## src/rtl/pipe_scheduler.sv

```systemverilog
// pipe_scheduler: owns NUM_PIPES pipe slots, moves/spawns them per tick, streams active pipes to the renderer; PIPE_SCHED_OVERRUN_EN enables the dropped-tick counter
module pipe_scheduler #(
  parameter int         NUM_PIPES  = 3,
  parameter logic [7:0] SPAWN_X    = 8'd160,
  parameter logic [7:0] SPACING    = 8'd40,
  parameter logic [6:0] DEFAULT_Y  = 7'd50,
  parameter logic [6:0] GAP_MAX    = 7'd100,
  parameter int         FIFO_DEPTH = 8
) (
  input  logic       CLOCK_50,
  input  logic       resetn,
  input  logic       tick,
  input  logic       run,
  input  logic [6:0] y_in,
  input  logic       y_valid,
  output logic       y_ready,
  output logic       draw_valid,
  input  logic       draw_ready,
  output logic [1:0] draw_slot,
  output logic [7:0] draw_x,
  output logic [6:0] draw_y,
  output logic       frame_done,
  output logic [3:0] active_mask,
  output logic [7:0] overrun_count
);
  localparam int AW = $clog2(FIFO_DEPTH);
  typedef enum logic [2:0] {IDLE, MOVE, SPAWN, DRAW, DONE} state_t;
  state_t state;
  logic [NUM_PIPES-1:0] active;
  logic [7:0] slot_x [NUM_PIPES];
  logic [6:0] slot_y [NUM_PIPES];
  logic [6:0] fifo [FIFO_DEPTH];
  logic [AW-1:0] rd_ptr, wr_ptr;
  logic [AW:0] count;
  logic [7:0] spawn_cnt;
  logic [1:0] idx, nxt, free_idx;
  logic has_free, push, pop, do_spawn, hit0, last;
  logic [6:0] spawn_y;
  assign y_ready     = count != (AW+1)'(FIFO_DEPTH);
  assign push        = y_valid && y_ready;
  assign do_spawn    = state == SPAWN && spawn_cnt == SPACING - 8'd1 && has_free;
  assign pop         = do_spawn && count != '0;
  assign spawn_y     = count != '0 ? fifo[rd_ptr] : DEFAULT_Y;
  assign hit0        = do_spawn && free_idx == 2'd0;
  assign nxt         = idx + 2'd1;
  assign last        = idx == 2'(NUM_PIPES - 1);
  assign active_mask = 4'(active);
  // lowest-index free slot, seen after the MOVE retirements have landed
  always_comb begin
    free_idx = '0;
    has_free = 1'b0;
    for (int i = NUM_PIPES - 1; i >= 0; i--) begin
      free_idx = !active[i] ? 2'(i) : free_idx;
      has_free = has_free | !active[i];
    end
  end
  // gap FIFO storage, clamped on entry
  always_ff @(posedge CLOCK_50)
    if (push) fifo[wr_ptr] <= y_in > GAP_MAX ? GAP_MAX : y_in;
  // gap FIFO pointers and occupancy; simultaneous push and pop leave count unchanged
  always_ff @(posedge CLOCK_50) begin
    if (!resetn) begin
      rd_ptr <= '0;
      wr_ptr <= '0;
      count  <= '0;
    end else begin
      wr_ptr <= wr_ptr + AW'(push);
      rd_ptr <= rd_ptr + AW'(pop);
      count  <= count + (AW+1)'(push) - (AW+1)'(pop);
    end
  end
  // tick sequencer: move, spawn, then stream active slots with registered draw outputs
  always_ff @(posedge CLOCK_50) begin
    if (!resetn) begin
      state      <= IDLE;
      active     <= '0;
      for (int i = 0; i < NUM_PIPES; i++) begin
        slot_x[i] <= '0;
        slot_y[i] <= '0;
      end
      spawn_cnt  <= SPACING - 8'd1;
      idx        <= '0;
      draw_valid <= 1'b0;
      draw_slot  <= '0;
      draw_x     <= '0;
      draw_y     <= '0;
      frame_done <= 1'b0;
    end else begin
      case (state)
        IDLE: if (tick && run) state <= MOVE;
        MOVE: begin
          for (int i = 0; i < NUM_PIPES; i++)
            if (active[i]) begin
              if (slot_x[i] == '0) active[i] <= 1'b0;
              else slot_x[i] <= slot_x[i] - 8'd1;
            end
          state <= SPAWN;
        end
        SPAWN: begin
          if (do_spawn) begin
            active[free_idx] <= 1'b1;
            slot_x[free_idx] <= SPAWN_X;
            slot_y[free_idx] <= spawn_y;
            spawn_cnt        <= '0;
          end else if (spawn_cnt != SPACING - 8'd1) spawn_cnt <= spawn_cnt + 8'd1;
          idx        <= '0;
          draw_slot  <= '0;
          draw_valid <= active[0] | hit0;
          draw_x     <= hit0 ? SPAWN_X : slot_x[0];
          draw_y     <= hit0 ? spawn_y : slot_y[0];
          state      <= DRAW;
        end
        DRAW: if (!draw_valid || draw_ready) begin
          if (last) begin
            draw_valid <= 1'b0;
            frame_done <= 1'b1;
            state      <= DONE;
          end else begin
            idx        <= nxt;
            draw_slot  <= nxt;
            draw_valid <= active[nxt];
            draw_x     <= slot_x[nxt];
            draw_y     <= slot_y[nxt];
          end
        end
        DONE: begin
          frame_done <= 1'b0;
          state      <= IDLE;
        end
        default: state <= IDLE;
      endcase
    end
  end
`ifdef PIPE_SCHED_OVERRUN_EN
  // saturating count of run ticks that arrive while a sequence is in flight
  always_ff @(posedge CLOCK_50) begin
    if (!resetn) overrun_count <= '0;
    else if (state != IDLE && tick && run && overrun_count != 8'hff) overrun_count <= overrun_count + 8'd1;
  end
`else
  assign overrun_count = 8'd0;
`endif
endmodule
```

## config.mk

```make
export PLATFORM = sky130hd
export DESIGN_NAME = pipe_scheduler
export DESIGN_NICKNAME = d
export VERILOG_FILES = /design/src/rtl/pipe_scheduler.sv
export SDC_FILE = /design/constraint.sdc
export NUM_CORES = 1
export LEC_CHECK = 0
export BUFFER_PORTS_ARGS = -buffer_cell sky130_fd_sc_hd__clkbuf_2
export CORE_MARGIN = 2
export CORE_UTILIZATION = 60
export CTS_BUF_LIST = sky130_fd_sc_hd__clkbuf_8
export DETAILED_ROUTE_END_ITERATION = 8
export PLACE_DENSITY = 0.79
export SLEW_MARGIN = 20
export SYNTH_ARGS = -nofsm -noshare
export SYNTH_HDL_FRONTEND = slang
export SYNTH_SLANG_ARGS = --single-unit
```

## constraint.sdc

```tcl
create_clock -name CLOCK_50 -period 6.5 [get_ports CLOCK_50]
set_input_delay 1.95 -clock CLOCK_50 [delete_from_list [all_inputs] [get_ports CLOCK_50]]
set_output_delay 1.95 -clock CLOCK_50 [all_outputs]
set_load 0.1 [all_outputs]
```

=== Word-level counts from Yosys, hierarchy flattened ===
Memory sizes are Yosys's and may differ from the RTL's. A register that Yosys moved wholly into a read port is not among the register bits.
Cells that the tools add are included.

* Add/sub/neg operators: 9
* Magnitude comparators: 4
* Equal/unequal tests: 13
* Multiplexer cells: 66
* Bitwise operators: 7
* Reduce and logical (&&, ||, !) cells: 30

{| class="wikitable"
|+ Operators with widths
! kind !! number
|-
| $mux W8 || 9
|-
| $mux W7 || 6
|-
| $mux W1 || 30
|-
| $logic_not A8 Y1 || 3
|-
| $sub A8 B1 Y8 const B || 3
|-
| $pmux W8 S2 || 1
|-
| $mux W3 || 5
|-
| $mux W2 || 7
|-
| $pmux W7 S2 || 1
|-
| $pmux W3 S4 || 1
|-
| $ne A2 B2 Y1 const B || 5
|-
| $reduce_and A3 Y1 || 3
|-
| $add A8 B1 Y8 const B || 1
|-
| $eq A8 B6 Y1 const B || 1
|-
| $ne A8 B6 Y1 const B || 1
|-
| $reduce_bool A2 Y1 || 4
|-
| $reduce_or A8 Y1 || 1
|-
| $gt A7 B7 Y1 const B || 1
|-
| $logic_and A1 B1 Y1 || 7
|-
| $reduce_or A7 Y1 || 1
|-
| $add A3 B1 Y3 || 2
|-
| $eq A3 B2 Y1 const B || 2
|-
| $lt A2 B3 Y1 const B || 2
|-
| $or A1 B1 Y1 || 6
|-
| 20 further kinds || 26
|}

* Register bits: 43
* Bits in writable memories: 101
* Word-level logic and storage cells: 143
* Memories: 3

{| class="wikitable"
|+ Memories
! memory !! words !! bits a word !! read ports !! clocked after Yosys merged registers in !! wr ports !! line !! RTL
|-
| fifo || 8 || 7 || 1 || 1 || 1 || 32 || <nowiki>logic [6:0] fifo [FIFO_DEPTH];</nowiki>
|-
| slot_x || 3 || 8 || 4 || 0 || 3 || 30 || <nowiki>logic [7:0] slot_x [NUM_PIPES];</nowiki>
|-
| slot_y || 3 || 7 || 2 || 0 || 3 || 31 || <nowiki>logic [6:0] slot_y [NUM_PIPES];</nowiki>
|}

=== Depth between registers and ports, before layout ===
Gate-level depths: netlist (run 1).

* Word-level depth: 10
* Depth in mapped cells: 12
* Mapped depth without buffers: 11

=== Worst setup path before layout (run 1) ===
OpenSTA, ideal clock, no wires.

* Path kind: input -> register
* Start: in y_valid
* End: reg count[2]
* Library setup time: 0.128 ns
* Data arrival time: 3.095 ns
* Data required time: 6.372 ns
* Path slack: 3.278 ns
* Cell stages on the path: 8
* Path buffers: 0
* Cells stage by stage: and2_0 > nand2b_1 > nand2_1 > ha_1 > inv_1 > fa_1 > xor2_1 > nor2_1

* Longest elaborated chain between the ends: 3

{| class="wikitable"
|+ Ends and longest elaborated chain
! item !! line !! RTL
|-
| start: declaration || 15 || <nowiki>input logic y_valid,</nowiki>
|-
| $logic_and A1 B1 Y1 || 40 || <nowiki>assign push = y_valid && y_ready;</nowiki>
|-
| $add A4 B1 Y4 || 69 || <nowiki>count <= count + (AW+1)'(push) - (AW+1)'(pop);</nowiki>
|-
| $sub A4 B1 Y4 || 69 ||
|-
| end signal: assignment || 69 ||
|-
| end: declaration || 34 || <nowiki>logic [AW:0] count;</nowiki>
|}

Every way passes these cells.
A chain may end at the register's enable or synchronous reset.

=== Final worst setup path (run 1) ===
* Start: reg active[0]
* End: out active_mask[0]

{| class="wikitable"
|+ RTL lines
! item !! line !! RTL
|-
| start: declaration || 29 || <nowiki>logic [NUM_PIPES-1:0] active;</nowiki>
|-
| start signal: assignment || 76 || <nowiki>active <= '0;</nowiki>
|-
| start signal: indexed assignment || 94 || <nowiki>if (slot_x[i] == '0) active[i] <= 1'b0;</nowiki>
|-
| start signal: indexed assignment || 101 || <nowiki>active[free_idx] <= 1'b1;</nowiki>
|-
| end: declaration || 23 || <nowiki>output logic [3:0] active_mask,</nowiki>
|}

No word-level cell between the ends.

==> reports/results.ini, run 1 <==
[placed_design]
dpl.cell_count=796
globalplace.congestion=0.909
port_buffers=35
post-dp-hpwl_mm=10.4

[global_routing]
gr-usage-all-layers_pct=24.9
largest_net_degree_at_the_start_of_global_routing=37
grt_first_pass_wirelength_mm=24.3
antenna_found_initial=0
grt_pass1_vias=4734
gr-total-overflow=0

[final_layout]
finalNonFillerCells=828
nets=700
insertedDiodeCount=0
layout-drive-gt1-share_pct=15.8
layout-area-overhead-vs-synth_pct=8.39

[logic_synthesis]
dominant_combinational_cell_family_by_area_after_synthesis=simple AND/OR/NAND/NOR gates
synth.area.mux_share_pct=7.82
yosys.area.top_type=sky130_fd_sc_hd__edfxtp_1
synthCells=639
syn-mean-instance-area_um2=11.2
yosys_register_bits=151
yosysWarningCount=0
synth.area.top_cells=sky130_fd_sc_hd__edfxtp_1, sky130_fd_sc_hd__dfxtp_1, sky130_fd_sc_hd__nor2_1, sky130_fd_sc_hd__mux2i_1, sky130_fd_sc_hd__ha_1
async_flop_share_pct=0
synthDistinctLibCells=70
synth_simple_gate_area_share_pct=16.4
synth_enable_flop_cells=84
synthFlopType=sky130_fd_sc_hd__edfxtp_1
synth.cell_area_mm2=0.00714
yosys.area.top_type_share_pct=35.3
synth-compound-area-share_pct=11.1
post_synth_adder_cell_area_pct=2.73
synth_seq_area_share_pct=54.1
synthXorXnorAreaFrac_pct=3.31

[floorplan]
die-area_mm2=0.0128
placeable_core_area_mm2=0.0115
initial_cell_density_of_the_core_pct=62.0
die_height_um=113
die_width_um=113
ios=45
std_cell_rows=39

[cts]
postCtsResizedCells=0
clk_pin_slew_worst_paths_ns=0.08
worst_skew_pair.late_latency_ns=0.48
cts_sinks=151
hold_fix_buffer_count_after_cts=0
clockBufferDepth=2
htree_levels=4
postCtsSetupBuffers=0
clk_root_buffer_cell=sky130_fd_sc_hd__clkbuf_8
tritoncts.num_buffers=17
cts_tree=yes

[worst_setup_path]
path_max_fanout=13
timing.critical_path.cells=clkbuf_2
timing.rr.end=count[2]$_SDFF_PN0_
critical_path.top_delay_family=flip-flops
setup.worst_path.end_class=output pin
timing.critical_path.slowest_cell_delay_ns=0.58
rr_startpoint=spawn_cnt[0]$_SDFFE_PN1P_
rr_worst_depth=12
critPathKind=reg -> out
critical_path.startpoint=active[0]$_SDFFE_PN0P_
crit_path_dat_ns=1.59
timing.reg2reg.setup_slack_ns=3.70
crit_end=active_mask[0]
critical_path.n_buffers_inverters=1
required_time_reported_for_the_critical_path_endpoint_ns=4.55
startpoint_type=flop
worstSetupPathDepth=1
cpMaxStageDelayCell=sky130_fd_sc_hd__dfxtp_1

[drt]
wire_length_per_cell_after_detailed_routing_um=18.4
detail-route-antenna-nets=0
detail_route.drc_violations=5
initialDrtViolationCount=478
drt_pre_antenna_iters=9
dr_total_vias=4964
route.final.wire_length_mm=15.2
via_density=6.00

[status]
violations=design-rule violations
run_status=finished with violations

[sta]
final_hold_viol_count=0
period_minus_slack_ns=3.54
max_slew.worst_pin.slew_ns=0.983
hold_slack_ns=0.485
finalMaxSlewViolations=0
achievable-frequency_mhz=283
setup_repair_after_global_routing_missed_its_margin=false
totalNegativeSetupSlack_ns=0
clock_skew_ns=0.0127
layout_worst_path_cycle_share_pct=54.4
timing.max_slew.rel_slack_pct=34.0
finalSetupViolations=0

[power_and_ir_drop]
powerDensity_mw_per_mm2=330
vdd_drop_max_uv=240
power.static_leakage_nw=2.85

[job]
cap_violations=0

[worst_hold_path]
holdCritPathClass=reg -> reg

cells in the mapped netlist, drive strengths merged (5+ instances only):
| cell | n |
|---|---|
| nand3 | 23 |
| a22oi | 15 |
| nor3 | 17 |
| edfxtp | 84 |
| o21ai | 33 |
| nor2 | 85 |
| mux2i | 22 |
| mux4 | 7 |
| ha | 14 |
| clkbuf | 17 |
| xor2 | 16 |
| inv | 22 |
| a211oi | 6 |
| nor2b | 7 |
| and2 | 10 |
| a31oi | 8 |
| o21a | 5 |
| mux2 | 16 |
| a21oi | 26 |
| nand2b | 6 |
| and3 | 5 |
| dfxtp | 67 |
| buf | 24 |
| nand2 | 36 |
| xnor2 | 11 |
stage by stage:
stage | utilization [%] | power (mW) | worst slack, ns | area (um^2)
6_report | 67.2 | 2.56 | 2.96 | 7740
4_1_cts | 67.2 | 2.56 | 2.94 | 7740
5_1_grt | 67.2 | 2.67 | 2.89 | 7740
3_5_place_dp | 63.9 | 1.87 | 2.79 | 7360
2_1_floorplan | - | 1.73 | 3.28 | 7200
3_3_place_gp | 63.9 | 1.85 | 2.85 | 7360
cell type report:
class | count | area [um^2]
Sequential cell | 151 | 3860
Fill cell | 885 | 3780
Multi-Input combinational cell | 439 | 3020
Clock buffer | 17 | 234
Timing Repair Buffer | 40 | 213
Tap cell | 143 | 179
Clock inverter | 15 | 143
Inverter | 23 | 86.3
per-layer routing:
metal | part of all wire [%] | global-route usage, % | up-vias
li1 | - | - | 2360
met1 | 43 | 32.9 | 2410
met2 | 48 | 39.4 | 171
met3 | 6.9 | 7.07 | 23
met4 | 1.7 | 9.11 | 0
met5 | 0 | 0 | -
power by group:
group / leakage, nW / internal [mW] / switching, mW / total, mW
combinational: 1.31 / 0.213 / 0.449 / 0.662
sequential: 1.34 / 1.12 / 0.0840 / 1.20
clock: 0.190 / 0.311 / 0.384 / 0.695
cell usage in the layout (no fill, tap or decap), drive strengths merged, types with 11 or more instances in the layout:
| cell type | n |
|---|---|
| dfxtp | 67 |
| a21oi | 26 |
| ha | 14 |
| nor3 | 17 |
| clkbuf | 52 |
| a22oi | 15 |
| nor2 | 85 |
| o21ai | 33 |
| xnor2 | 11 |
| mux2 | 16 |
| xor2 | 16 |
| mux2i | 22 |
| nand2 | 36 |
| edfxtp | 84 |
| inv | 30 |
| nand3 | 23 |
| conb | 16 |
cells by family (layout without fill, tap and decap cells):
kind of cell | after synthesis | count (layout)
AND/OR/NAND/NOR | 220 | 220
multiplexers | 45 | 45
adder cells (fa/ha/maj) | 15 | 15
XOR/XNOR | 27 | 27
other | 1 | 16
buffers and inverters | 64 | 95
AO/OA/AOI/OAI | 116 | 116
flip-flops | 151 | 151
how the worst min path moves through the flow:
stage | from | endpoint | slack, ns | cells past startpoint
3_5_place_dp | draw_x[7]$_SDFFE_PN0P_ | draw_x[7]$_SDFFE_PN0P_ | 0.47 | 2
4_1_cts | draw_x[7]$_SDFFE_PN0P_ | draw_x[7]$_SDFFE_PN0P_ | 0.48 | 2
2_1_floorplan | spawn_cnt[7]$_SDFFE_PN0P_ | spawn_cnt[7]$_SDFFE_PN0P_ | 0.46 | 2
3_3_place_gp | frame_done$_SDFFE_PN0P_ | frame_done$_SDFFE_PN0P_ | 0.46 | 2
6_report | draw_x[7]$_SDFFE_PN0P_ | draw_x[7]$_SDFFE_PN0P_ | 0.48 | 2
5_1_grt | draw_x[5]$_SDFFE_PN0P_ | draw_x[5]$_SDFFE_PN0P_ | 0.50 | 2
sequential cells by signal (all words and copies together) (netlist names), 2 cells and up:
signal and cells:
active 3, count 4, draw_x 8, draw_y 7
fifo 56, idx 2, rd_ptr 3, slot_x 24
slot_y 28, spawn_cnt 8, state 3, wr_ptr 3
tightest hold or removal path, delay by kind of cell, from the launching register on:
kind | cells | cell delay, ns
and+or+nand+nor | 1 | 0.06
DFF | 1 | 0.32
AOI/OAI and AO/OA | 1 | 0.06
No activity file was read; power rests on OpenSTA's default activity.
==> run 2, diff against run 1 <==
--- a/config.mk
+++ b/config.mk
@@ -7,7 +7,7 @@
 export LEC_CHECK = 0
 export BUFFER_PORTS_ARGS = -buffer_cell sky130_fd_sc_hd__clkbuf_2
 export CORE_MARGIN = 2
-export CORE_UTILIZATION = 60
+export CORE_UTILIZATION = 57
 export CTS_BUF_LIST = sky130_fd_sc_hd__clkbuf_8
 export DETAILED_ROUTE_END_ITERATION = 8
 export PLACE_DENSITY = 0.79
==> constraint.sdc (replaced) <==
create_clock -name CLOCK_50 -period 3.13 [get_ports CLOCK_50]
set_input_delay 0.939 -clock CLOCK_50 [delete_from_list [all_inputs] [get_ports CLOCK_50]]
set_output_delay 0.939 -clock CLOCK_50 [all_outputs]
set_load 0.1 [all_outputs]
==> run 2 against run 1 <==
Effect of this change: the run now ends clean; clock skew is 0.00093 ns lower; routed wire length is 0.74% higher; register-to-register slack worse by 3.1 ns; clock power is 120% higher; combinational power is 110% higher; count of clock-buffer cells in the layout is 1 higher; cell area is 1.5% higher; highest routed layer unchanged.
==> reports/results.ini, run 2 (synthesized netlist as in run 1, its figures left out) <==
[status]
run_status=complete, no violations  ; was finished with violations

[placed_design]
port_buffers=35  ; unchanged
post-dp-hpwl_mm=10.6  ; was 10.4 mm
globalplace.congestion=0.833  ; was 0.909
dpl.cell_count=828  ; was 796

[sta]
totalNegativeSetupSlack_ns=0  ; unchanged
achievable-frequency_mhz=391
hold_slack_ns=0.477  ; was 0.485 ns
finalSetupViolations=0  ; unchanged
timing.max_slew.rel_slack_pct=42.4  ; was 34.0%
clock_skew_ns=0.0118  ; was 0.0127 ns
max_slew.worst_pin.slew_ns=0.862  ; was 0.983 ns
finalMaxSlewViolations=0  ; unchanged
final_hold_viol_count=0  ; unchanged
setup_repair_after_global_routing_missed_its_margin=false  ; unchanged
period_minus_slack_ns=2.56
layout_worst_path_cycle_share_pct=81.7

[cts]
htree_levels=4  ; unchanged
tritoncts.num_buffers=17  ; unchanged
cts_sinks=151  ; unchanged
clockBufferDepth=2  ; unchanged
cts_tree=yes  ; unchanged
postCtsResizedCells=0  ; unchanged
hold_fix_buffer_count_after_cts=0  ; unchanged
postCtsSetupBuffers=0  ; unchanged
clk_pin_slew_worst_paths_ns=0.08  ; about the same
clk_root_buffer_cell=sky130_fd_sc_hd__clkbuf_8  ; unchanged
worst_skew_pair.late_latency_ns=0.46  ; was 0.48 ns

[final_layout]
layout-drive-gt1-share_pct=17.1  ; was 15.8%
mostFrequentLayoutCell=sky130_fd_sc_hd__nor2_1  ; unchanged
largest-register=fifo  ; unchanged
mostFrequentLayoutCells=sky130_fd_sc_hd__nor2_1, sky130_fd_sc_hd__edfxtp_1, sky130_fd_sc_hd__dfxtp_1  ; unchanged
nets=707  ; was 700
layout_top_registers=fifo: 56 flops, slot_y: 28 flops, slot_x: 24 flops  ; unchanged
finalNonFillerCells=860  ; was 828
largest_reg_flops=56  ; unchanged
layout-area-overhead-vs-synth_pct=10.0  ; was 8.39%
insertedDiodeCount=0  ; unchanged

[drt]
initialDrtViolationCount=436  ; was 478
dr_total_vias=5024  ; was 4964
drt_pre_antenna_iters=9  ; unchanged
wire_length_per_cell_after_detailed_routing_um=17.8  ; was 18.4 um
detail-route-antenna-nets=0  ; unchanged
route.final.wire_length_mm=15.3  ; was 15.2 mm
detail_route.drc_violations=0  ; was 5
via_density=5.84  ; was 6.00

[floorplan]
initial_cell_density_of_the_core_pct=58.9  ; was 62.0%
std_cell_rows=40  ; was 39
die_width_um=116  ; was 113 um
placeable_core_area_mm2=0.0121  ; was 0.0115 mm^2
ios=45  ; unchanged
die_height_um=116  ; was 113 um
die-area_mm2=0.0134  ; was 0.0128 mm^2

[worst_setup_path]
path_max_fanout=21  ; was 13
timing.critical_path.slowest_cell_delay_ns=0.52  ; was 0.58 ns
crit_path_dat_ns=1.62  ; was 1.59 ns
timing.critical_path.cells=buf_4 -> clkbuf_2  ; was clkbuf_2
cpMaxStageDelayCell=sky130_fd_sc_hd__clkbuf_2  ; was sky130_fd_sc_hd__dfxtp_1
critPathKind=reg -> out  ; unchanged
startpoint_type=flop  ; unchanged
setup.worst_path.end_class=output pin  ; unchanged
required_time_reported_for_the_critical_path_endpoint_ns=2.19  ; was 4.55 ns

[worst_hold_path]
holdCritPathClass=reg -> reg  ; unchanged

[global_routing]
gr-usage-all-layers_pct=24.5  ; was 24.9%
antenna_found_initial=0  ; unchanged
grt_pass1_vias=4777  ; was 4734
grt_first_pass_wirelength_mm=24.6  ; was 24.3 mm
gr-total-overflow=0  ; unchanged
largest_net_degree_at_the_start_of_global_routing=26  ; was 37

[job]
cap_violations=0  ; unchanged

[power_and_ir_drop]
power.static_leakage_nw=2.90  ; was 2.85 nW
vdd_drop_max_uv=497  ; was 240 uV
fin_total_pwr_mw=5.43  ; was 2.56 mW
powerDensity_mw_per_mm2=691  ; was 330 mW/mm^2

## run 2: through the flow
step	setup WS, ns	util, %	area, um^2
floorplan	0.0421	-	7200
global placement	0.732	61.5	7450
detailed placement	0.595	61.5	7450
CTS	0.558	64.9	7860
global route	0.319	64.9	7860
finish	0.573	64.9	7860
## run 2: critical path, delay by kind of cell, from the launching register on
family | cells | cell delay [ns]
flip-flops | 1 | 0.34
buffers and inverters | 2 | 0.82
## run 2: path summary, 6_finish.rpt
kind,slack [ns],startpoint,to,cells past startpoint
setup / recovery,0.57,idx[0]$_SDFFE_PN0P_,draw_slot[0],2
hold / removal,0.48,frame_done$_SDFFE_PN0P_,frame_done$_SDFFE_PN0P_,2
setup reg to reg,0.60,spawn_cnt[0]$_SDFFE_PN1P_,count[2]$_SDFF_PN0_,11
hold reg to reg,0.48,frame_done$_SDFFE_PN0P_,frame_done$_SDFFE_PN0P_,2
## run 2: layout make-up
cell class	count	area, um^2
clock buffer	18	248
clock inverter	14	163
tap	168	210
timing repair buffer	47	265
fill	983	4260
inverter	23	86.3
sequential	151	3860
multi-input combinational	439	3020
## run 2: metal layers
metal	up-vias	part of all wire (%)	global-route usage (%)
li1	2371	-	-
met1	2428	44	33.2
met2	201	48	38.8
met3	24	6.6	5.75
met4	0	1.9	9.21
met5	-	0	0
## run 2: power breakdown
group / switching, mW / leakage, nW / internal, mW
clock: 0.782 / 0.206 / 0.751
combinational: 0.932 / 1.35 / 0.462
sequential: 0.181 / 1.34 / 2.32
